$ cat config.mk
export PLATFORM = sky130hd
export DESIGN_NAME = minmax_tracker
export DESIGN_NICKNAME = d
export VERILOG_FILES = /design/src/rtl/minmax_pkg.sv /design/src/rtl/signed_comparator.sv /design/src/rtl/minmax_tracker.sv
export SDC_FILE = /design/constraint.sdc
export NUM_CORES = 1
export LEC_CHECK = 0
export BUFFER_PORTS_ARGS = -buffer_cell sky130_fd_sc_hd__buf_4
export CORE_MARGIN = 2
export CORE_UTILIZATION = 30
export DETAILED_ROUTE_END_ITERATION = 7
export GPL_TIMING_DRIVEN = 0
export SYNTH_ARGS = -nofsm -noshare
export SYNTH_HDL_FRONTEND = slang
export SYNTH_SLANG_ARGS = --single-unit
export TNS_END_PERCENT = 20
$ cat constraint.sdc
create_clock -name clk -period 2.7 [get_ports clk]
set_input_delay 0 -clock clk [delete_from_list [all_inputs] [get_ports clk]]
set_output_delay 0 -clock clk [all_outputs]
set_load 0.1 [all_outputs]
$ cat src/rtl/minmax_pkg.sv
// Shared types for the streaming signed min/max tracker.
package minmax_pkg;
  localparam int WIDTH_C = 16;
  localparam int CNT_W_C = 16;

  typedef enum logic [1:0] {
    IDLE = 2'd0,
    ACC  = 2'd1,
    HOLD = 2'd2
  } state_t;

  // Fields are sized for the widest count; narrower builds use the low bits.
  typedef struct packed {
    logic signed [WIDTH_C-1:0] max;
    logic signed [WIDTH_C-1:0] min;
    logic        [CNT_W_C-1:0] max_idx;
    logic        [CNT_W_C-1:0] min_idx;
    logic        [CNT_W_C-1:0] count;
  } result_t;
endpackage

$ cat src/rtl/signed_comparator.sv
// Combinational two's-complement comparator: g = a > b, l = a < b.
module signed_comparator #(
  parameter int W = 16
) (
  input  logic signed [W-1:0] a_i,
  input  logic signed [W-1:0] b_i,
  output logic                g_o,
  output logic                l_o
);
  assign g_o = (a_i > b_i);
  assign l_o = (a_i < b_i);
endmodule

$ cat src/rtl/minmax_tracker.sv
// Windowed signed min/max/index/count tracker over a valid/ready stream.
// Optional running sum output when MINMAX_TRACKER_SUM_EN is defined.
module minmax_tracker
  import minmax_pkg::*;
#(
  parameter int WIDTH = WIDTH_C,
  parameter int CNT_W = CNT_W_C
) (
  input  logic                    clk,
  input  logic                    rst_n,
  input  logic                    clear,
  input  logic                    in_valid,
  output logic                    in_ready,
  input  logic signed [WIDTH-1:0] in_data,
  input  logic                    in_last,
  output logic                    out_valid,
  input  logic                    out_ready,
  output logic signed [WIDTH-1:0] out_max,
  output logic signed [WIDTH-1:0] out_min,
  output logic        [CNT_W-1:0] out_max_idx,
  output logic        [CNT_W-1:0] out_min_idx,
`ifdef MINMAX_TRACKER_SUM_EN
  output logic signed [WIDTH+CNT_W-1:0] out_sum,
`endif
  output logic        [CNT_W-1:0] out_count
);
  localparam logic [CNT_W_C-1:0] SAT = CNT_W_C'((33'd1 << CNT_W) - 33'd1);

  state_t  state_q, state_d;
  result_t run_q, run_d, out_q;
  logic    in_fire, out_fire, cnt_sat, max_gt, min_lt;

  assign in_ready  = (state_q != HOLD) && !clear;
  assign in_fire   = in_valid && in_ready;
  assign out_valid = (state_q == HOLD);
  assign out_fire  = out_valid && out_ready;
  assign cnt_sat   = (run_q.count == SAT);

  signed_comparator #(.W(WIDTH)) u_cmp_max (
    .a_i(in_data), .b_i(run_q.max), .g_o(max_gt), .l_o()
  );
  signed_comparator #(.W(WIDTH)) u_cmp_min (
    .a_i(in_data), .b_i(run_q.min), .g_o(), .l_o(min_lt)
  );

  // Strict compares keep the earlier index on ties; once saturated the count
  // stays put and doubles as the stamp for every later sample.
  always_comb begin
    run_d = run_q;
    if (state_q == IDLE) begin
      run_d.max     = in_data;
      run_d.min     = in_data;
      run_d.max_idx = '0;
      run_d.min_idx = '0;
      run_d.count   = CNT_W_C'(1);
    end else begin
      if (max_gt) begin
        run_d.max     = in_data;
        run_d.max_idx = run_q.count;
      end
      if (min_lt) begin
        run_d.min     = in_data;
        run_d.min_idx = run_q.count;
      end
      if (!cnt_sat) run_d.count = run_q.count + 1'b1;
    end
  end

  always_comb begin
    state_d = state_q;
    if (clear)                             state_d = IDLE;
    else if (in_fire)                      state_d = in_last ? HOLD : ACC;
    else if (state_q == HOLD && out_fire)  state_d = IDLE;
  end

  always_ff @(posedge clk or negedge rst_n) begin
    if (!rst_n) begin
      state_q <= IDLE;
      run_q   <= '0;
      out_q   <= '0;
    end else begin
      state_q <= state_d;
      if (in_fire)            run_q <= run_d;
      if (in_fire && in_last) out_q <= run_d;
    end
  end

  assign out_max     = out_q.max;
  assign out_min     = out_q.min;
  assign out_max_idx = out_q.max_idx[CNT_W-1:0];
  assign out_min_idx = out_q.min_idx[CNT_W-1:0];
  assign out_count   = out_q.count[CNT_W-1:0];

`ifdef MINMAX_TRACKER_SUM_EN
  logic signed [WIDTH+CNT_W-1:0] sum_q, sum_d, out_sum_q, smp_ext;

  assign smp_ext = {{CNT_W{in_data[WIDTH-1]}}, in_data};

  always_comb begin
    sum_d = sum_q;
    if (state_q == IDLE) sum_d = smp_ext;
    else if (!cnt_sat)   sum_d = sum_q + smp_ext;
  end

  always_ff @(posedge clk or negedge rst_n) begin
    if (!rst_n) begin
      sum_q     <= '0;
      out_sum_q <= '0;
    end else begin
      if (in_fire)            sum_q     <= sum_d;
      if (in_fire && in_last) out_sum_q <= sum_d;
    end
  end

  assign out_sum = out_sum_q;
`endif
endmodule

==> impl_metrics.toml <==
[run_status]
status = "complete, but fails checks"
violations = "negative setup slack"

[die]
die_h_um = 179
core_um2 = 30300
die_w_um = 179
rows = 64
die-area_um2 = 32000
boundaryPins = 104
initial_core_util = 0.302

[synthesis]
synthFlopType = "dfrtp_1"
yosys.area.top_type = "dfrtp_1"
ys_ff_latch = 162
yosysWarningCount = 0
synth_top_area_frac = 0.442
synth_edf_count = 0
async_reset_ff_frac = 1.00
synth_nets = 969
syn_area_per_cell_um2 = 10.0
synth_area_um2 = 9180
yosysSeqAreaShare = 0.442
syn-instance-count = 915
synth_area_leaders = "dfrtp_1, a22o_1, mux2i_1"
synth_cell_types = 63

[timing]
hold_violations = 0
worst_slew_pin_slew_ns = 0.703
skew_ns = 0.00830
fmax_mhz = 365
final.setup.worst_slack_ns = -0.0425
slew_violations = 0
fin_crit_sh = 1.02
slew_headroom = 0.531
rsz0062_at_grt = "true"
period_minus_slack_ns = 2.74
finalSetupTns_ns = -0.616
finalSetupViolCount = 25
worst_hold_slack_ns = 0.123

[finish]
area_growth_syn_to_layout_pct = 30.6
post_route_cells_drive_above_1_share = 0.246
fillers = 2923
fin_nets = 1132
n_antenna_cell = 0
utilization = 0.395
final_common_cell = "dfrtp_1"
stdcell_count = 1487
mostFrequentLayoutCells = "dfrtp_1, buf_4, a22o_1, nand2_1, mux2i_1"

[hold_path]
hp-class = "input port to register"
holdCritStartpoint = "in_valid"

[cts]
clkTransAtPathRegs_ns = 0.07
h-tree-depth = 4
ctsRootBufferMaster = "clkbuf_16"
cts_buffer_depth = 2
clk_latency_ns = 0.44
numCtsBuffers = 17
cts_tree = "done"
cts_sinks = 162

[worst_setup_path]
startpoint_type = "register"
critPathLaunch = "run_q[66]"
end_kind = "register"
crit_path_max_fanout = 6
critical_path_arrival_ns = 3.07
criticalPathCategory = "register to register"
critPathRequiredTime_ns = 3.02
regToRegStartpoint = "run_q[66]"

[power_and_ir_drop]
power_leakage_nw = 5.36
pwr_density_cell_nw_per_um2 = 830
peakVddDrop_uv = 516

[placed_design]
port_buffers = 103
hpwl_mm = 19.7
placed_cells_incl_taps = 1415
pre_cts_slack_ns = -0.358
gp_congestion = 0.885

[drt]
drtIter0Drc = 505
ant_nets = 0
viasPerCell = 5.39
wirelength_mm = 28.4
drc_errors = 0
wl_per_cell_um = 19.1
dr.pass1.iters = 5
vias = 8011

[global_routing]
grt_max_degree = 90
antenna_found_initial = 0
grt_usage = 0.181
grt_pass1_wl_mm = 44.7
grt_pass1_vias = 7849
gr-total-overflow = 0

[flow_run]
cap_violations = 0
==> stage by stage <==
stage               area (µm²)  power, mW
global route             12000       10.4
floorplan                 9180       5.71
CTS                      11600       9.70
detailed placement       10500       6.66
global placement         10400       6.60
finish                   12000       9.95
==> worst paths after layout <==
kind                              end  slack [ns]  cells past startpoint
max                         run_q[68]       -0.04                      9
min                          run_q[4]        0.12                      4
max reg2reg                 run_q[68]       -0.04                      9
min reg2reg                 run_q[58]        0.49                      1
max in group asynchronous   run_q[28]        1.72                      3
min in group asynchronous  out_max[5]        0.17                      2
==> registers in the layout, summed over array words and instances, names as in the netlist <==
name and cells:
out_min_idx 16, out_max_idx 16, out_max 16, run_q 80
state_q 2, out_count 16, out_min 16
==> cell families (layout without fill, tap and decap cells) <==
logic type / Yosys count / in the layout / synth area share
buffers and inverters: 123 / 299 / 0.0577
adder cells (fa/ha/maj): 32 / 32 / 0.0436
AO/OA/AOI/OAI: 224 / 224 / 0.185
flip-flops: 162 / 162 / 0.442
XOR/XNOR: 10 / 10 / 0.00954
AND/OR/NAND/NOR: 263 / 263 / 0.146
multiplexers: 101 / 101 / 0.117
==> critical path: stages, from the launching register on <==
cell	delay (ns)
dfrtp_1	0.36
inv_1	0.09
ha_1	0.32
nand4_1	0.21
or4_4	0.60
a21oi_4	0.19
o2111ai_2	0.17
o211ai_4	0.18
buf_6	0.20
mux2_4	0.31
==> synth_stat cells, drive strengths merged (17+ instances only) <==
cell type  instances
a2111oi           17
a22o              66
mux2i             54
o311ai            17
mux2              47
nand4             24
a31oi             19
inv               37
nand3             43
nand2             60
nor3              37
buf               34
a21oi             27
nor2              50
o21ai             47
dfrtp            162
ha                32
clkbuf            51
or4               19
==> layer usage <==
metal  track usage  vias to the layer above  part of all wire
met5             0                        -                 0
met4        0.0556                        0             0.017
met3        0.0367                       34             0.057
met2         0.282                      234              0.46
met1         0.251                     3997              0.46
li1              -                     3746                 -
==> power breakdown <==
part	leakage (nW)	internal (mW)	switching, mW
Clock	0.332	1.83	1.06
Sequential	2.09	2.77	0.240
Combinational	2.94	1.24	2.81
Total	5.36	5.85	4.10
==> what timing repair did <==
action | 4_1_cts | 5_1_grt
endpoints found under the hold margin | 139 | 0
resized for setup | 40 | 95
endpoints found under the setup margin | 112 | 130
gates cloned | 1 | 0
hold buffers | 21 | 0
pin swaps | 12 | 25
buffers inserted | 10 | 8
==> area by class of cell <==
class	instances	area (µm²)	share of cell area
plain buffers	85	510	0.0426
clock buffers	19	433	0.0361
clock inverters	13	254	0.0212
inverters	38	143	0.0119
multi-input cells	630	4930	0.411
flip-flops and latches	162	4050	0.338
well taps	396	495	0.0413
repair buffers	144	1170	0.0975
Note: power is estimated with default switching activity, not from simulation.
